--- src/rtl/cla_pkg.sv ---
// Shared constants, width helpers and types for the pipelined CLA adder.
package cla_pkg;

   // Bits handled by one cla4 lookahead group.
   localparam int unsigned CLA_GROUP = 4;

   // Bits computed by each pipeline stage.
   function automatic int unsigned slice_width(input int unsigned width,
                                               input int unsigned stages);
      return width / stages;
   endfunction

   // Number of 4-bit lookahead groups inside one stage slice.
   function automatic int unsigned group_count(input int unsigned width,
                                               input int unsigned stages);
      return width / (stages * CLA_GROUP);
   endfunction

   // Group propagate / generate pair from a cla4.
   typedef struct packed {
      logic p;
      logic g;
   } pg_t;

endpackage

--- src/rtl/cla_pipe_if.sv ---
// Handshake and operand/result bus of cla_pipe.
// The ovf signal exists only when CLA_PIPE_OVF_EN is defined.
interface cla_pipe_if #(
   parameter int unsigned WIDTH = 32
);
   logic             in_valid;
   logic             in_ready;
   logic [WIDTH-1:0] a;
   logic [WIDTH-1:0] b;
   logic             ci;
   logic             sub;
   logic             out_valid;
   logic             out_ready;
   logic [WIDTH-1:0] s;
   logic             co;
`ifdef CLA_PIPE_OVF_EN
   logic             ovf;
`endif

   modport master (
      output in_valid, a, b, ci, sub, out_ready,
      input  in_ready, out_valid, s, co
`ifdef CLA_PIPE_OVF_EN
      , input ovf
`endif
   );

   modport slave (
      input  in_valid, a, b, ci, sub, out_ready,
      output in_ready, out_valid, s, co
`ifdef CLA_PIPE_OVF_EN
      , output ovf
`endif
   );
endinterface

--- src/rtl/cla4.sv ---
// 4-bit carry-lookahead group: sum plus group propagate/generate. Purely combinational.
module cla4
   import cla_pkg::*;
(
   input  logic [CLA_GROUP-1:0] i_a,
   input  logic [CLA_GROUP-1:0] i_b,
   input  logic                 i_ci,
   output logic [CLA_GROUP-1:0] o_s,
   output pg_t                  o_pg
);
   logic [CLA_GROUP-1:0] w_p;
   logic [CLA_GROUP-1:0] w_g;
   logic [CLA_GROUP-1:0] w_c;

   assign w_p = i_a ^ i_b;
   assign w_g = i_a & i_b;

   // Bit carries expanded in two-level form so no ripple inside the group.
   assign w_c[0] = i_ci;
   assign w_c[1] = w_g[0] | (w_p[0] & i_ci);
   assign w_c[2] = w_g[1] | (w_p[1] & w_g[0]) | (w_p[1] & w_p[0] & i_ci);
   assign w_c[3] = w_g[2] | (w_p[2] & w_g[1]) | (w_p[2] & w_p[1] & w_g[0])
                 | (w_p[2] & w_p[1] & w_p[0] & i_ci);

   assign o_s    = w_p ^ w_c;
   assign o_pg.p = &w_p;
   assign o_pg.g = w_g[3] | (w_p[3] & w_g[2]) | (w_p[3] & w_p[2] & w_g[1])
                 | (w_p[3] & w_p[2] & w_p[1] & w_g[0]);
endmodule

--- src/rtl/cla_pipe.sv ---
// Pipelined carry-lookahead adder/subtractor with valid/ready on both sides.
// Stage k adds bits [k*SLICE +: SLICE]; unconsumed operand bits and finished sum bits
// travel down the pipe beside the slice carry. Latency = STAGES cycles, one beat per cycle.
// Define CLA_PIPE_OVF_EN to add the signed-overflow output.
module cla_pipe
   import cla_pkg::*;
#(
   parameter int unsigned WIDTH  = 32,
   parameter int unsigned STAGES = 4
) (
   input logic        clk,
   input logic        reset_n,
   cla_pipe_if.slave  bus
);
   localparam int unsigned SLICE = slice_width(WIDTH, STAGES);
   localparam int unsigned NGRP  = group_count(WIDTH, STAGES);

   if ((STAGES < 1) || (STAGES > 8) || ((WIDTH % (CLA_GROUP * STAGES)) != 0)) begin : g_cfg_err
      $error("cla_pipe: WIDTH must be a multiple of 4*STAGES and STAGES must be 1..8");
   end

   logic [WIDTH-1:0] w_bx;     // B after optional inversion for subtract
   logic             w_c0;     // carry into bit 0
   logic [STAGES-1:0] w_v;
   logic [STAGES:0]   w_adv;

   // Subtract is a + ~b + ~ci, so a borrow-in becomes a cleared carry-in.
   assign w_bx = bus.sub ? ~bus.b : bus.b;
   assign w_c0 = bus.sub ^ bus.ci;

   // Ready chain: a stage advances if it is empty or its successor advances.
   always_comb begin
      w_adv         = '0;
      w_adv[STAGES] = bus.out_ready;
      for (int k = STAGES - 1; k >= 0; k--) begin
         w_adv[k] = !w_v[k] || w_adv[k+1];
      end
   end

   for (genvar k = 0; k < STAGES; k++) begin : g_stg
      localparam int unsigned LO  = k * SLICE;
      localparam int unsigned HI  = LO + SLICE;
      localparam int unsigned REM = WIDTH - HI;

      logic [SLICE-1:0] w_sa;
      logic [SLICE-1:0] w_sb;
      logic [SLICE-1:0] w_ssum;
      logic             w_cin;
      logic             w_vin;
      logic [HI-1:0]    w_sum_d;
      pg_t [NGRP-1:0]   w_pg;
      logic [NGRP:0]    w_gc;

      logic             r_v;
      logic             r_c;
      logic [HI-1:0]    r_sum;

      if (k == 0) begin : g_src
         assign w_sa    = bus.a[SLICE-1:0];
         assign w_sb    = w_bx[SLICE-1:0];
         assign w_cin   = w_c0;
         assign w_vin   = bus.in_valid;
         assign w_sum_d = w_ssum;
      end else begin : g_src
         assign w_sa    = g_stg[k-1].g_ops.r_a[SLICE-1:0];
         assign w_sb    = g_stg[k-1].g_ops.r_b[SLICE-1:0];
         assign w_cin   = g_stg[k-1].r_c;
         assign w_vin   = g_stg[k-1].r_v;
         assign w_sum_d = {w_ssum, g_stg[k-1].r_sum};
      end

      for (genvar j = 0; j < NGRP; j++) begin : g_grp
         cla4 u_cla4 (
            .i_a  (w_sa[j*CLA_GROUP +: CLA_GROUP]),
            .i_b  (w_sb[j*CLA_GROUP +: CLA_GROUP]),
            .i_ci (w_gc[j]),
            .o_s  (w_ssum[j*CLA_GROUP +: CLA_GROUP]),
            .o_pg (w_pg[j])
         );
      end

      // Slice-level lookahead: group carries from group P/G and the stage carry-in.
      always_comb begin
         logic c;
         w_gc = '0;
         c    = w_cin;
         for (int j = 0; j < NGRP; j++) begin
            w_gc[j] = c;
            c       = w_pg[j].g | (w_pg[j].p & c);
         end
         w_gc[NGRP] = c;
      end

      // Stage valid, slice carry-out and accumulated sum bits.
      always_ff @(posedge clk or negedge reset_n) begin
         if (!reset_n) begin
            r_v   <= 1'b0;
            r_c   <= 1'b0;
            r_sum <= '0;
         end else if (w_adv[k]) begin
            r_v <= w_vin;
            if (w_vin) begin
               r_c   <= w_gc[NGRP];
               r_sum <= w_sum_d;
            end
         end
      end

      // Operand bits not yet consumed; the last stage has none left.
      if (REM > 0) begin : g_ops
         logic [REM-1:0] w_ua;
         logic [REM-1:0] w_ub;
         logic [REM-1:0] r_a;
         logic [REM-1:0] r_b;

         if (k == 0) begin : g_usrc
            assign w_ua = bus.a[WIDTH-1:HI];
            assign w_ub = w_bx[WIDTH-1:HI];
         end else begin : g_usrc
            assign w_ua = g_stg[k-1].g_ops.r_a[WIDTH-LO-1:SLICE];
            assign w_ub = g_stg[k-1].g_ops.r_b[WIDTH-LO-1:SLICE];
         end

         // Delay line for the upper operand bits.
         always_ff @(posedge clk or negedge reset_n) begin
            if (!reset_n) begin
               r_a <= '0;
               r_b <= '0;
            end else if (w_adv[k] && w_vin) begin
               r_a <= w_ua;
               r_b <= w_ub;
            end
         end
      end

`ifdef CLA_PIPE_OVF_EN
      // The operand MSBs reach the last stage through the operand delay line.
      if (k == STAGES - 1) begin : g_ovf
         logic r_ovf;

         // Signed overflow: same-sign operands giving a result of the other sign.
         always_ff @(posedge clk or negedge reset_n) begin
            if (!reset_n) begin
               r_ovf <= 1'b0;
            end else if (w_adv[k] && w_vin) begin
               r_ovf <= (w_sa[SLICE-1] == w_sb[SLICE-1]) && (w_ssum[SLICE-1] != w_sa[SLICE-1]);
            end
         end
      end
`endif

      assign w_v[k] = r_v;
   end

   assign bus.in_ready  = w_adv[0];
   assign bus.out_valid = w_v[STAGES-1];
   assign bus.s         = g_stg[STAGES-1].r_sum;
   assign bus.co        = g_stg[STAGES-1].r_c;
`ifdef CLA_PIPE_OVF_EN
   assign bus.ovf       = g_stg[STAGES-1].g_ovf.r_ovf;
`endif
endmodule

--- src/flat_wrapper.sv ---
// flat-port wrapper written by rule: the top's interface ports become plain ports
module cla_pipe_flat import cla_pkg::*;
#(
   parameter int unsigned WIDTH  = 32,
   parameter int unsigned STAGES = 4
)
  (clk, reset_n, bus_in_valid, bus_a, bus_b, bus_ci, bus_sub, bus_out_ready, bus_in_ready, bus_out_valid, bus_s, bus_co);
  cla_pipe_if #(.WIDTH(WIDTH)) bus_i ();
  input logic clk;
  input logic reset_n;
  input wire logic [$bits(bus_i.in_valid)-1:0] bus_in_valid;
  input wire logic [$bits(bus_i.a)-1:0] bus_a;
  input wire logic [$bits(bus_i.b)-1:0] bus_b;
  input wire logic [$bits(bus_i.ci)-1:0] bus_ci;
  input wire logic [$bits(bus_i.sub)-1:0] bus_sub;
  input wire logic [$bits(bus_i.out_ready)-1:0] bus_out_ready;
  output wire logic [$bits(bus_i.in_ready)-1:0] bus_in_ready;
  output wire logic [$bits(bus_i.out_valid)-1:0] bus_out_valid;
  output wire logic [$bits(bus_i.s)-1:0] bus_s;
  output wire logic [$bits(bus_i.co)-1:0] bus_co;
  assign bus_i.in_valid = bus_in_valid;
  assign bus_i.a = bus_a;
  assign bus_i.b = bus_b;
  assign bus_i.ci = bus_ci;
  assign bus_i.sub = bus_sub;
  assign bus_i.out_ready = bus_out_ready;
  assign bus_in_ready = bus_i.in_ready;
  assign bus_out_valid = bus_i.out_valid;
  assign bus_s = bus_i.s;
  assign bus_co = bus_i.co;
  cla_pipe #(.WIDTH(WIDTH), .STAGES(STAGES)) u_core (.clk(clk), .reset_n(reset_n), .bus(bus_i));
endmodule
--- config.mk ---
export PLATFORM = sky130hd
export DESIGN_NAME = cla_pipe_flat
export DESIGN_NICKNAME = d
export VERILOG_FILES = /design/src/rtl/cla_pkg.sv /design/src/rtl/cla_pipe_if.sv /design/src/rtl/cla4.sv /design/src/rtl/cla_pipe.sv /design/src/flat_wrapper.sv
export SDC_FILE = /design/constraint.sdc
export NUM_CORES = 1
export LEC_CHECK = 0
export CAP_MARGIN = 20
export CORE_ASPECT_RATIO = 2
export CORE_MARGIN = 10
export CORE_UTILIZATION = 43
export DETAILED_ROUTE_END_ITERATION = 10
export SYNTH_ARGS = -nofsm -noshare
export SYNTH_HDL_FRONTEND = slang
export SYNTH_HIERARCHICAL = 1
export SYNTH_SLANG_ARGS = --single-unit
--- constraint.sdc ---
create_clock -name clk -period 2.4 [get_ports clk]
set_input_delay 0.48 -clock clk [delete_from_list [all_inputs] [get_ports clk]]
set_output_delay 0.48 -clock clk [all_outputs]
set_load 0.05 [all_outputs]
# Yosys cells after proc, flatten, opt, wreduce, memory -nomap -nowiden
# Cells that the tools add are included.
op_classes:
  muxes: 1
  bitwise_logic: 226
  reduce_logical: 23
op_table:
  columns: ["cell", "n"]
  rows:
  - ["$and A1 B1 Y1", 120]
  - ["$or A1 B1 Y1", 80]
  - ["$xor A4 B4 Y4", 16]
  - ["$and A4 B4 Y4", 8]
  - ["$mux W32", 1]
  - ["$not A32 Y32", 1]
  - ["$reduce_and A4 Y1", 8]
  - ["$reduce_and A2 Y1", 4]
  - ["$logic_not A1 Y1", 4]
  - ["$logic_or A1 B1 Y1", 4]
  - ["$logic_and A1 B1 Y1", 3]
  - ["$xor A1 B1 Y1", 1]
word_totals:
  ff_bits: 184
  inputBits: 70
  out_inout_bits: 35
  elab_cells: 268

# Depth between registers and ports, before layout
# Gate-level depths: netlist of the first run.
logic_depth:
  depth_word: 11
  ltp_mapped: 12
  ltp_nobuf: 10

# Modules after synthesis
# The synthesis of the first run kept the hierarchy.
by_module_without_submodules:
  columns: ["mod", "instances", "cells_per_inst", "area_per_inst_um2"]
  rows:
  - ["cla_pipe", 1, 445, 7204.4]
  - ["cla4", 8, 22, 182.7]

# Least setup slack after synthesis of the first run
# No wires, ideal clock.
synth_path:
  path_kind: "input-to-reg"
  start: "input bus_sub"
  end: "register u_core.g_stg[0].r_sum[6]"
  setup_time_ns: 0.127
  arrival_ns: 2.634
  setup_slack_ns: -0.362
  path_stages: 12
  cell_sequence: "clkbuf_1 -> buf_2 -> xor2_1 -> ha_1 -> a21oi_1 -> nand2_1 -> a21o_1 -> a21o_1 -> a21o_1 -> a21oi_2 -> xnor2_1 -> mux2_1"
synth_rtl:
  columns: ["element", "line_no", "source"]
  rows:
  - ["from (decl)", "flat_wrapper.sv:15", "input wire logic [$bits(bus_i.sub)-1:0] bus_sub;"]
  - ["to (signal assigned)", "cla_pipe.sv:104", "r_sum <= w_sum_d;"]
  - ["to (decl)", "cla_pipe.sv:56", "logic [HI-1:0] r_sum;"]

==> qor.csv, run 1 <==
stage;metric;value;unit
clock_tree;clk_latency;0.43;ns
floorplan;die_w;120;microns
clock_tree;numCtsBuffers;17;
layout;drive_above_1_share;32.3;%
worst_setup_path;reg2reg_depth;9;
floorplan;core_area;0.0198;sq mm
worst_setup_path;cp.required;2.72;ns
worst_setup_path;rr_startpoint;u_core/g_stg[1].g_ops.r_a[1]$_DFFE_PN0P_;
clock_tree;clock_path_buffers;2;
sta;grt_setup_unrepaired;false;
layout;fin_cells;1036;
global_route;met2_usage;27.5;%
synth;syn_nets;739;
clock_tree;cts_tree;done;
synth;synth.most_common_cell;dfrtp_1;
synth;synth_flop_cell;dfrtp_1;
sta;max-slew-margin-rel;52.8;%
sta;fin_crit;2.33;ns
route;drc_errors;0;
global_route;met1_usage;14.3;%
floorplan;dieArea;0.0266;sq mm
sta;finClkSkew;0.00682;ns
floorplan;fp.dieH;221;microns
placed_design;postPlaceCellArea;0.0103;sq mm
sta;fmax;430;MHz
synth;synth.avg_cell_area;14.0;sq um
layout;nNetsFinal;879;
clock_tree;cts.htree.levels;4;
worst_setup_path;rr_endpoint;u_core/g_stg[2].r_sum[20]$_DFFE_PN0P_;
worst_setup_path;crit_arrival;2.64;ns
sta;worst_slew_pin_slew;0.708;ns
synth;ys_warn_count;6;
clock_tree;cts.clk_slew.worst_paths;0.06;ns
run;maxCapViolations;0;
clock_tree;clock-sinks;184;
global_route;grt_max_degree;71;
layout;n_antenna_cell;0;
worst_setup_path;reg2reg_slack;0.14;ns
synth;ys_seq_elements;184;
worst_setup_path;end_kind;flip-flop;
global_route;grt_pass1_wl;29900;microns
outcome;status;completed;
route;routedWlPerCell;17.4;microns
worst_setup_path;critPathLaunchType;input port;
placed_design;port_buffers;104;
power_and_ir_drop;vdd_drop_max;0.635;mV
global_route;grtUsageTotal;14.3;%
synth;yosys.area.top_type;dfrtp_1;
sta;slew_viol_final;0;
route;ant_nets;0;
route;drtIter0Drc;102;
worst_setup_path;cp_max_fo;3;
synth;synth_top_cell_area_share;53.1;%
synth;syn-instance-count;621;
route;vias;5198;
floorplan;ios;105;
worst_hold_path;hold_class;input port to asynchronous set/reset pin;
global_route;use_met3;3.65;%
route;dr.pass1.iters;5;
placed_design;hpwl;13400;microns
sta;post-route-period-util;96.9;%
route;vias_per_cell;5.02;
placed_design;place_congestion;0.786;
sta;setup_viol;0;
global_route;overflow;0;
floorplan;initial_core_util;43.7;%
layout;stdcell_area;0.0109;sq mm
power_and_ir_drop;powerDensity;1200;mW/mm^2
layout;postLayoutCoreUtil;55.2;%
synth;synth_cell_types;29;
sta;hold_viol;0;
worst_setup_path;crit_type;input port to flip-flop;
global_route;antenna_found_initial;0;
clock_tree;cts_hold_buf;0;
placed_design;dp_cells;999;
global_route;grt_most_used_layer;met2;
clock_tree;cts-root-buf;clkbuf_16;
synth;synthesis.area;0.00867;sq mm
route;drt-total-wl;18100;microns
power_and_ir_drop;power;13100;uW
global_route;grt_pass1_vias;5929;
floorplan;rows;73;
synth;synthArstFlopShare;100;%
synth;synthTopCellsByArea;dfrtp_1, mux2_2, ha_1, xor2_1, mux2_1;
synth;synthTopCellsByCount;dfrtp_1, mux2_2, xor2_1;
worst_setup_path;timing.critical_path.from;bus_b[3];
layout;area_growth;26.2;%
synth;yosysSeqAreaShare;53.1;%
synth;synth_edf_count;0;
power_and_ir_drop;p_leak;0.00492;uW
==> metal layers <==
layer	vias up	wire, microns
li1	2438	-
met1	2655	6670
met2	86	10400
met3	19	656
met4	0	289
met5	-	0
==> state kept, by name, indices dropped and copies added, names as in the netlist <==
| name | cells |
|---|---|
| u_core/g_stg.g_ops.r_a | 48 |
| u_core/g_stg.r_c | 3 |
| u_core/bus.co | 1 |
| u_core/bus.out_valid | 1 |
| u_core/g_stg.r_v | 3 |
| u_core/bus.s | 32 |
| u_core/g_stg.r_sum | 48 |
| u_core/g_stg.g_ops.r_b | 48 |
==> worst max-delay path by stage <==
stage                                                 end  slack (ns)
global placement     u_core/g_stg[0].r_sum[5]$_DFFE_PN0P_       -0.38
floorplan            u_core/g_stg[0].r_sum[5]$_DFFE_PN0P_       -0.16
CTS                  u_core/g_stg[0].r_sum[6]$_DFFE_PN0P_        0.02
finish               u_core/g_stg[0].r_sum[4]$_DFFE_PN0P_        0.07
global route        u_core/g_stg[2].r_sum[21]$_DFFE_PN0P_       0.002
detailed placement   u_core/g_stg[0].r_sum[5]$_DFFE_PN0P_       -0.46
==> critical path, stage by stage <==
cell	delay [ns]
clkdlybuf4s50_1	0.41
xor2_1	0.14
ha_1	0.31
and4_2	0.24
a21o_1	0.19
inv_2	0.05
fa_2	0.51
inv_1	0.04
mux2_4	0.26
==> through the flow <==
stage | hold WS, ns | TNS, ns | setup slack (ns)
6_report | 0.0631 | 0 | 0.0747
5_1_grt | 0.106 | 0 | 0.00195
4_1_cts | 0.0856 | 0 | 0.0179
3_5_place_dp | 0.477 | -2.09 | -0.461
3_3_place_gp | 0.469 | -1.65 | -0.377
2_1_floorplan | 0.184 | -0.515 | -0.156
==> power breakdown <==
group	leakage (uW)	internal [uW]	switching [uW]
logic	0.00250	2630	2860
clock network	0.000272	1470	1200
registers	0.00215	4280	667
==> cell type report <==
cell class                      instances  area, sq um
Fill cell                            1726         8880
Sequential cell                       184         4600
Multi-Input combinational cell        380         3840
Timing Repair Buffer                  143         1460
Clock buffer                           20          447
Tap cell                              262          328
Inverter                               35          131
Clock inverter                         12          120
==> placed cells by master (no fill, tap or decap), types with 2 or more instances in the layout <==
master           count
clkinv_4             5
mux2_1              29
clkbuf_16           17
nand2_2              2
a21o_1              22
nand2b_1             2
o21ai_4              2
inv_1               34
xor2_1              40
ha_1                39
clkdlybuf4s50_1     98
mux2_2             147
clkinvlp_4           2
o21ai_0              2
a21oi_2             10
inv_6                3
a21oi_1             10
dlymetal6s2s_1       3
dfrtp_1            184
buf_12              10
nand2_1             10
buf_4               30
fa_1                 7
xnor2_1             16
nand3_1             15
and4_2               8
clkbuf_1             2
nand4_1              8
==> timing repair <==
| item | CTS | global route |
|---|---|---|
| pin swaps | 1 | 6 |
| resized for setup | 0 | 10 |
| buffers inserted | 1 | 4 |
| setup endpoints to repair | 1 | 5 |
==> logic make-up (layout without fill, tap and decap cells) <==
group                    Yosys count  after routing  share of synthesized area (%)
AO/OA/AOI/OAI                     48             48                           3.86
XOR/XNOR                          57             57                           5.76
adder cells (fa/ha/maj)           48             48                           7.62
buffers and inverters             57            210                           3.10
flip-flops                       184            184                           53.1
multiplexers                     178            178                           23.1
AND/OR/NAND/NOR                   49             49                           3.41
Note: power is estimated with default switching activity, not from simulation.
==> run 2: changes to the inputs <==
--- a/config.mk
+++ b/config.mk
@@ -10,6 +10,7 @@
 export CORE_MARGIN = 10
 export CORE_UTILIZATION = 43
 export DETAILED_ROUTE_END_ITERATION = 10
+export GPL_TIMING_DRIVEN = 0
 export SYNTH_ARGS = -nofsm -noshare
 export SYNTH_HDL_FRONTEND = slang
 export SYNTH_HIERARCHICAL = 1
==> run 2 against run 1 <==
Effect of this change: fmax decreased by 1.8%; die area unchanged; via count decreased by 0.31%; sequential power about the same; setup slack got worse by 0.042 ns; non-clock buffer count decreased by 12; sequential cell count unchanged; sequential share of layout area increased by 0.42 points; critical path type unchanged; largest cell class unchanged.
==> qor.csv, run 2 (synthesis results as in run 1) <==
stage;metric;value;unit;change
worst_setup_path;reg2reg_depth;9;;unchanged
worst_setup_path;cp_max_fo;10;;+7
route;drc_errors;0;;unchanged
global_route;grt_pass1_vias;5947;;+0.30%
floorplan;die_w;120;microns;unchanged
clock_tree;cts-root-buf;clkbuf_16;;
clock_tree;clk_latency;0.43;ns;about the same
floorplan;rows;73;;unchanged
sta;post-route-period-util;98.6;%;+1.7 points
layout;fin_cells;1024;;-1.2%
clock_tree;clock-sinks;184;;unchanged
worst_hold_path;hold_depth;3;;
worst_setup_path;crit_type;input port to flip-flop;;
worst_setup_path;critPathLaunchType;input port;;
floorplan;dieArea;0.0266;sq mm;unchanged
sta;finClkSkew;0.00782;ns;+0.000999 ns
worst_setup_path;crit_arrival;2.69;ns;+0.05 ns
run;maxCapViolations;0;;unchanged
clock_tree;cts_tree;done;;
route;routedWlPerCell;18.1;microns;+4.1%
layout;postLayoutCoreUtil;54.6;%;-0.54 points
global_route;grt_pass1_wl;30300;microns;+1.3%
clock_tree;numCtsBuffers;17;;unchanged
layout;drive_above_1_share;31.4;%;-0.93 points
global_route;antenna_found_initial;0;;unchanged
clock_tree;cts.htree.levels;4;;unchanged
sta;fmax;423;MHz;-1.8%
sta;fin_crit;2.37;ns;+0.0416 ns
floorplan;core_area;0.0198;sq mm;unchanged
placed_design;place_congestion;0.806;;+2.5%
route;drt-total-wl;18600;microns;+2.9%
worst_hold_path;hold_class;input port to flip-flop;;
floorplan;initial_core_util;43.7;%;unchanged
sta;max-slew-margin-rel;54.9;%;+2.1 points
route;ant_nets;0;;unchanged
layout;nNetsFinal;867;;-1.4%
sta;worst_slew_pin_slew;0.677;ns;-0.0312 ns
floorplan;fp.dieH;221;microns;unchanged
route;vias_per_cell;5.06;;+0.86%
power_and_ir_drop;powerDensity;1240;mW/mm^2;+3.1%
route;vias;5182;;-0.31%
sta;slew_viol_final;0;;unchanged
global_route;overflow;0;;unchanged
sta;setup_tns;0;ns;unchanged
worst_setup_path;cp.required;2.72;ns;about the same
power_and_ir_drop;power;13400;uW;+2.1%
placed_design;port_buffers;103;;-0.96%
layout;n_antenna_cell;0;;unchanged
layout;final_common_cell;dfrtp_1;;
sta;setup_viol;0;;unchanged
worst_setup_path;end_kind;flip-flop;;
sta;holdWs;0.474;ns;+0.411 ns
outcome;status;completed;;
layout;area_growth;24.9;%;
route;drtIter0Drc;205;;+100%
clock_tree;clock_path_buffers;2;;unchanged
sta;hold_viol;0;;unchanged
placed_design;hpwl;13700;microns;+1.6%
route;dr.pass1.iters;4;;-1
global_route;grt_max_degree;129;;+82%
placed_design;dp_cells;987;;-1.2%
floorplan;ios;105;;unchanged
power_and_ir_drop;vdd_drop_max;0.964;mV;+52%
clock_tree;cts.clk_slew.worst_paths;0.07;ns;about the same
layout;final_cell_mix;dfrtp_1, mux2_2, clkdlybuf4s50_1;;
global_route;grtUsageTotal;14.7;%;+0.45 points
power_and_ir_drop;p_leak;0.00485;uW;-1.4%
layout;reg.largest.list;u_core/g_stg.g_ops.r_a (48), u_core/g_stg.g_ops.r_b (48), u_core/g_stg.r_sum (48);;
==> run 2: cell types whose count changed in the layout (fill, tap and decap cells not counted), moves of 3 or more <==
cell | before | now
clkinv_4 | 5 | 2
bufinv_16 | 1 | 4
buf_2 | 1 | 14
buf_12 | 10 | 0
clkinvlp_4 | 2 | 5
buf_4 | 30 | 8
==> run 2: where the power goes <==
group	total, uW	switching [uW]	leakage (uW)	internal [uW]
clock	3010	1210	0.000298	1810
sequential	4950	678	0.00215	4280
combinational	5410	2840	0.00241	2570
==> run 2: timing repair <==
action,4_1_cts,5_1_grt
gates resized for setup,7,11
hold buffers,1,0
pin swaps,2,11
endpoints found under the setup margin,4,4
setup buffers,2,2
hold endpoints to repair,56,0
==> run 2: critical path, stage by stage <==
cell       delay (ns)
clkbuf_16        0.14
buf_8            0.15
xor2_2           0.17
ha_2             0.38
nand3_2          0.09
nand2_1          0.08
a21o_1           0.14
a21o_1           0.18
inv_2            0.06
fa_2             0.51
inv_1            0.04
mux2_4           0.25
==> run 2: cell type report <==
| cell class | instances | area [sq um] |
|---|---|---|
| timing repair buffer | 109 | 1110 |
| clock buffer | 19 | 453 |
| fill | 1744 | 8990 |
| tap | 262 | 328 |
| buffer | 22 | 169 |
| multi-input combinational | 380 | 3840 |
| inverter | 35 | 131 |
| clock inverter | 13 | 193 |
| sequential | 184 | 4600 |
==> run 2: layer usage <==
metal	share of wire, %	routed length, microns	global-route usage, %
met1	36	6750	14.5
met2	56	10500	27.7
met3	4.6	860	4.31
met4	2.5	468	6.47
met5	0	0	0
==> run 2: metrics by stage <==
step	instance area, sq um	setup WS, ns
after floorplan	8700	-0.156
after CTS	10800	-0.0212
after detailed placement	10100	-0.544
after global routing	10800	-0.0148
after global placement	10100	-6.47
final	10800	0.0332
==> run 2: worst paths after layout <==
path                                                          start                                   endpoint  slack, ns
min in group asynchronous                                   reset_n  u_core/g_stg[1].g_ops.r_a[10]$_DFFE_PN0P_       0.55
max in group asynchronous                                   reset_n               u_core/bus.s[17]$_DFFE_PN0P_       0.82
hold reg to reg                u_core/g_stg[0].r_sum[0]$_DFFE_PN0P_       u_core/g_stg[0].r_sum[0]$_DFFE_PN0P_       0.49
setup reg to reg           u_core/g_stg[2].g_ops.r_a[2]$_DFFE_PN0P_               u_core/bus.s[30]$_DFFE_PN0P_       0.15
hold / removal                                              bus_sub  u_core/g_stg[0].g_ops.r_b[19]$_DFFE_PN0P_       0.47
setup / recovery                                            bus_sub       u_core/g_stg[0].r_sum[4]$_DFFE_PN0P_       0.03
